$ cat src/rtl/mode_sequencer.sv
// UI mode sequencer: display/edit state machine with down-button auto-repeat,
// inactivity timeout and a commit strobe when an edit state is left.
module mode_sequencer #(
  parameter int HOLD_DELAY    = 50_000_000,
  parameter int REPEAT_PERIOD = 10_000_000,
  parameter int TIMEOUT_S     = 10
) (
  input  logic       clk,
  input  logic       rst,
  input  logic       tick_1hz,
  input  logic       mode_btn,
  input  logic       set_btn,
  input  logic       down_btn,
  output logic [3:0] state,
  output logic       inc_n,
  output logic       editing,
  output logic       commit
);

  localparam int HW = $clog2(HOLD_DELAY + 1);
  localparam int RW = $clog2(REPEAT_PERIOD + 1);
  localparam int TW = $clog2(TIMEOUT_S + 1);
  localparam logic [HW-1:0] HOLD_MAX   = HW'(HOLD_DELAY);
  localparam logic [RW-1:0] REP_RELOAD = RW'(REPEAT_PERIOD - 1);
  localparam logic [TW-1:0] IDLE_MAX   = TW'(TIMEOUT_S);
  localparam logic [TW-1:0] IDLE_LAST  = TW'(TIMEOUT_S - 1);

  typedef enum logic [3:0] {
    TIME_DISP        = 4'd0,  DATE_DISP        = 4'd1,
    TIME_EDIT_HOUR   = 4'd2,  TIME_EDIT_MIN    = 4'd3,
    TIME_EDIT_SEC    = 4'd4,  DATE_EDIT_DAY    = 4'd5,
    DATE_EDIT_MONTH  = 4'd6,  DATE_EDIT_YEAR   = 4'd7,
    ALARM_DISP       = 4'd8,  ALARM_EDIT_HOUR  = 4'd9,
    ALARM_EDIT_MIN   = 4'd10, ALARM_EDIT_SEC   = 4'd11,
    TIMER_DISP       = 4'd12, TIMER_EDIT_SEC   = 4'd13,
    TIMER_EDIT_MIN   = 4'd14, TIMER_EDIT_HOUR  = 4'd15
  } state_e;

  function automatic logic is_edit(input state_e s);
    case (s)
      TIME_DISP, DATE_DISP, ALARM_DISP, TIMER_DISP: is_edit = 1'b0;
      default:                                      is_edit = 1'b1;
    endcase
  endfunction

  function automatic state_e group_disp(input state_e s);
    case (s)
      ALARM_DISP, ALARM_EDIT_HOUR, ALARM_EDIT_MIN, ALARM_EDIT_SEC: group_disp = ALARM_DISP;
      TIMER_DISP, TIMER_EDIT_SEC, TIMER_EDIT_MIN, TIMER_EDIT_HOUR: group_disp = TIMER_DISP;
      default:                                                     group_disp = TIME_DISP;
    endcase
  endfunction

  function automatic state_e mode_next(input state_e s);
    case (s)
      TIME_DISP:  mode_next = DATE_DISP;
      DATE_DISP:  mode_next = ALARM_DISP;
      ALARM_DISP: mode_next = TIMER_DISP;
      TIMER_DISP: mode_next = TIME_DISP;
      default:    mode_next = group_disp(s);
    endcase
  endfunction

  function automatic state_e set_next(input state_e s);
    case (s)
      TIME_DISP, DATE_DISP: set_next = TIME_EDIT_HOUR;
      DATE_EDIT_YEAR:       set_next = TIME_DISP;
      ALARM_DISP:           set_next = ALARM_EDIT_HOUR;
      ALARM_EDIT_SEC:       set_next = ALARM_DISP;
      TIMER_DISP:           set_next = TIMER_EDIT_SEC;
      TIMER_EDIT_HOUR:      set_next = TIMER_DISP;
      default:              set_next = state_e'(s + 4'd1);
    endcase
  endfunction

  state_e        state_q, state_d;
  logic [HW-1:0] hold_q, hold_d;
  logic [RW-1:0] rep_q, rep_d;
  logic [TW-1:0] idle_q, idle_d;
  logic          down_prev_q;
  logic          suppress_q, suppress_d;
  logic          inc_n_q, editing_q, commit_q;
  logic          timeout_s, press_s, repeat_s, fire_s, edit_now_s;

  assign state   = state_q;
  assign inc_n   = inc_n_q;
  assign editing = editing_q;
  assign commit  = commit_q;

  // Next state: mode beats set, and either button beats a coincident timeout.
  always_comb begin
    edit_now_s = is_edit(state_q);
    timeout_s  = edit_now_s & tick_1hz & (idle_q >= IDLE_LAST);
    state_d    = state_q;
    if (mode_btn) begin
      state_d = mode_next(state_q);
    end else if (set_btn) begin
      state_d = set_next(state_q);
    end else if (timeout_s) begin
      state_d = group_disp(state_q);
    end else begin
      state_d = state_q;
    end
  end

  // Hold/repeat counters, increment strobe qualification and inactivity counter.
  always_comb begin
    hold_d     = hold_q;
    rep_d      = rep_q;
    suppress_d = suppress_q;
    idle_d     = idle_q;
    if (down_btn) begin
      hold_d = HW'(0);
      rep_d  = RW'(0);
    end else begin
      if (hold_q < HOLD_MAX) begin
        hold_d = hold_q + HW'(1);
      end else begin
        hold_d = hold_q;
      end
      // rep_q reloads on every strobe so the first repeat lands exactly at HOLD_DELAY.
      if (hold_q == HOLD_MAX) begin
        rep_d = (rep_q == RW'(0)) ? REP_RELOAD : rep_q - RW'(1);
      end else begin
        rep_d = rep_q;
      end
    end
    press_s  = down_prev_q & ~down_btn;
    repeat_s = ~down_btn & (hold_q == HOLD_MAX) & (rep_q == RW'(0));
    fire_s   = edit_now_s & (state_d == state_q) & ~suppress_q & (press_s | repeat_s);
    if (down_btn) begin
      suppress_d = 1'b0;
    end else if (state_d != state_q) begin
      suppress_d = 1'b1;
    end else begin
      suppress_d = suppress_q;
    end
    if (!edit_now_s || mode_btn || set_btn || !inc_n_q) begin
      idle_d = TW'(0);
    end else if (tick_1hz && (idle_q < IDLE_MAX)) begin
      idle_d = idle_q + TW'(1);
    end else begin
      idle_d = idle_q;
    end
  end

  // State, counters and registered outputs.
  always_ff @(posedge clk) begin
    if (rst) begin
      state_q     <= TIME_DISP;
      hold_q      <= HW'(0);
      rep_q       <= RW'(0);
      idle_q      <= TW'(0);
      down_prev_q <= 1'b1;
      suppress_q  <= 1'b0;
      inc_n_q     <= 1'b1;
      editing_q   <= 1'b0;
      commit_q    <= 1'b0;
    end else begin
      state_q     <= state_d;
      hold_q      <= hold_d;
      rep_q       <= rep_d;
      idle_q      <= idle_d;
      down_prev_q <= down_btn;
      suppress_q  <= suppress_d;
      inc_n_q     <= ~fire_s;
      editing_q   <= is_edit(state_d);
      commit_q    <= is_edit(state_q) & ~is_edit(state_d);
    end
  end

endmodule

$ cat config.mk
export PLATFORM = sky130hd
export DESIGN_NAME = mode_sequencer
export DESIGN_NICKNAME = d
export VERILOG_FILES = /design/src/rtl/mode_sequencer.sv
export SDC_FILE = /design/constraint.sdc
export NUM_CORES = 1
export LEC_CHECK = 0
export ABC_AREA = 1
export CORE_ASPECT_RATIO = 1.2
export CORE_MARGIN = 2
export CORE_UTILIZATION = 30
export CTS_BUF_LIST = sky130_fd_sc_hd__clkbuf_8 sky130_fd_sc_hd__clkbuf_16
export DETAILED_ROUTE_END_ITERATION = 16
export GPL_TIMING_DRIVEN = 0
export SYNTH_ARGS = -nofsm -noshare
export SYNTH_HDL_FRONTEND = slang
export SYNTH_SLANG_ARGS = --single-unit
$ cat constraint.sdc
create_clock -name clk -period 2.1 [get_ports clk]
set_clock_uncertainty 0.2 [all_clocks]
set_input_delay 0.21 -clock clk [delete_from_list [all_inputs] [get_ports clk]]
set_output_delay 0.21 -clock clk [all_outputs]
set_load 0.02 [all_outputs]
==> summary.md <==
| Metric | Value |
|---|---|
| DP Area | `4320 sq um` |
| WS Path Type | `register to register` |
| Cells after Synth | `606` |
| Synthesized area per cell | `6.59 sq um` |
| Overall Power | `0.00320 W` |
| Largest family of logic cells by synthesized area | `simple AND/OR/NAND/NOR gates` |
| Pwr/cell area | `646 nW/um^2` |
| Grt ovf | `0` |
| Final WL | `10,700 microns` |
| Mapped Area | `3990 sq um` |
| DR iter-0 viols | `165` |
| Setup crit start kind | `register` |
| Top cells by area, synth | `dfxtp_1 (33%), nand2_1 (14%), nor2_1 (7.2%)` |
| Initial antenna violation count | `0` |
| Warnings from Yosys | `0` |
| Vias in the first global route | `3,707` |
| Die height | `130 microns` |
| Avg WL per Cell | `13.1 microns` |
| Final core utilization | `0.378` |
| P_int | `0.00235 W` |
| CP arrival | `2.17 ns` |
| Final Hold Fails | `0` |
| Final RePlAce weighted congestion | `0.914` |
| Clock-pin slew on the worst setup and hold paths | `0.06 ns` |
| Relative slew slack | `0.595` |
| Final critical-path required period | `2.16 ns` |
| Commonest cells after routing, fill and taps aside | `nand2_1 (134), nor2_1 (71), inv_1 (56), dfxtp_1 (50), a21oi_1 (46)` |
| IO buf count | `11` |
| Fill cells | `1,408` |
| Yosys reg bits | `65` |
| CTS tree | `yes` |
| Cts hold-fix bufs | `0` |
| First-pass DRT Iterations | `4` |
| Crit path max fanout | `7` |
| Logic gate share of total power | `0.135` |
| Post-synthesis simple-gate area fraction | `0.381` |
| RSZ-0062 raised after global routing | `yes` |
| Final setup viols | `2` |
| Later-pin clock latency in the skew report | `0.33 ns` |
| Mux share of post-synthesis cell area | `0` |
| CP required | `2.11 ns` |
| Core area | `13,100 sq um` |
| GRT Util Overall | `0.155` |
| Final period utilization | `1.03` |
| Post-route DRC | `0` |
| Ratio of cells with drive above 1 in the final layout | `0.177` |
| Largest net degree at the start of global routing | `13` |
| Yosys cell types | `40` |
| DIE AREA | `14,300 sq um` |
| Sw power | `0.000852 W` |
| Post-synthesis compound-gate area fraction | `0.131` |
| Synth Area in Adders | `0.0313` |
| Fmax | `0.462 GHz` |
| Fin worst setup slack | `-0.0643 ns` |
| Xor/xnor share of the synthesized area | `0.0504` |
| Final Max Tran Viols | `0` |
| Syn Nets | `622` |
| # diodes | `0` |
| Number of H-tree levels | `3` |
| Max cap viols | `0` |
| Async S/R FF share, synth | `0` |
| Worst setup EP type | `register` |
| DR vias | `3,937` |
| CTS Buffer Depth | `2` |
| Total CTS buffers | `9` |
| Failing checks | `negative setup slack` |
| Via/cell ratio | `4.82` |
| Net Sw Frac | `0.266` |
| I/O pin cnt | `13` |
| Main synth FF type | `dfxtp_1` |
| Leading area contributor after synthesis | `dfxtp_1` |
| Post-detail-place hpwl | `7620 microns` |
| Multi-input gate area | `2550 sq um` |
| First-pass GRT wire length | `17,400 microns` |
| Status | `finished with violations` |
| Sequential Area | `1330 sq um` |
| Chip width | `109 microns` |
| Worst VDD drop | `0.402 mV` |
| Root Buffer | `clkbuf_16` |
| Initial core utilization | `0.304` |
| Static Leak | `1.95 nW` |
| Most common cell after layout, fill and taps aside | `nand2_1` |
| Seq/Total Area, Yosys | `0.326` |
| Pre-CTS WS | `-0.200 ns` |
| Post-route ant nets | `0` |
| Final instance area | `4960 sq um` |
| Synth top area share | `0.326` |
| Hold WC Path Type | `primary input to register` |
| Layout Nets | `659` |
| EDFF count, synth | `0` |
| Least-Margin Pin Slew | `0.607 ns` |
| Layout area overhead | `24.2%` |
| CTS sink cnt | `65` |
| FP Rows | `46` |
| Reg power frac | `0.399` |
| Clk network pwr share | `0.465` |
[power by group through the flow]
| stage | combinational [W] | sequential, W | clock, W |
|---|---|---|---|
| floorplan | 0.000208 | 0.00132 | 0 |
| global placement | 0.000322 | 0.00131 | 0 |
| detailed placement | 0.000322 | 0.00131 | 0 |
| CTS | 0.000377 | 0.00128 | 0.00153 |
| global route | 0.000474 | 0.00128 | 0.00157 |
| finish | 0.000433 | 0.00128 | 0.00149 |
[logic make-up after synthesis]
kind of cell | after synthesis
fa+ha+maj | 10
compound gates | 95
buf+inv | 79
xor+xnor | 23
simple gates | 334
flops | 65
[path summary, 6_finish.rpt]
kind | slack, ns | start | endpoint | depth (start not counted)
max | -0.06 | state[0] | suppress_q | 11
min | 0.03 | rst | register | 2
max reg2reg | -0.06 | state[0] | suppress_q | 11
min reg2reg | 0.25 | hold_q[24] | hold_q[24] | 2
[Yosys cell counts (7+ instances only)]
library cell,number
nand2_1,145
nor2_1,77
dfxtp_1,65
inv_1,59
a21oi_1,48
nand3_1,45
nand4_1,19
nor3_1,19
o21ai_0,17
xor2_1,16
o21ai_1,11
ha_1,10
clkbuf_1,7
xnor2_1,7
[cell type report]
cell class | count | share of cell area
Tap cell | 168 | 0.0424
Inverter | 65 | 0.0502
Multi-Input combinational cell | 462 | 0.514
Timing Repair Buffer | 26 | 0.0482
Sequential cell | 65 | 0.268
Buffer | 14 | 0.0167
Clock inverter | 7 | 0.0146
Clock buffer | 9 | 0.0454
[per-stage QoR]
step | hold slack, ns | TNS [ns] | std cells
after floorplan | 0.173 | 0 | 606
after global placement | 0.248 | -0.919 | 785
after detailed placement | 0.246 | -0.785 | 785
after CTS | 0.0353 | 0 | 809
after global routing | 0.0733 | -0.428 | 816
final | 0.0319 | -0.127 | 816
[critical path, cell delays in order, from the launching register on]
cell     delay [ns]
dfxtp_4        0.40
inv_4          0.05
ha_4           0.18
o21ai_4        0.19
nand2_4        0.11
buf_4          0.15
o21ai_1        0.27
nand3_1        0.15
nand2_1        0.11
nand3_2        0.09
nor2_4         0.10
nor2_2         0.04
[registers in the layout, indices dropped and copies added (netlist names), named ones only]
signal / count
hold_q: 26
state: 4
commit: 1
rep_q: 24
idle_q: 4
inc_n: 1
down_prev_q: 1
editing: 1
suppress_q: 1
[per-layer routing]
metal,vias to the layer above,track usage,routed length [microns]
li1,2067,-,-
met1,1812,0.183,4720
met2,42,0.273,5460
met3,16,0.0313,315
met4,0,0.0618,207
met5,-,0,0
[what timing repair did]
action                     in CTS  in global routing
buffers inserted                8                  7
resized for setup              17                 59
pin swaps                       6                 16
setup endpoints to repair      15                 50
No activity file was read; power rests on OpenSTA's default activity.
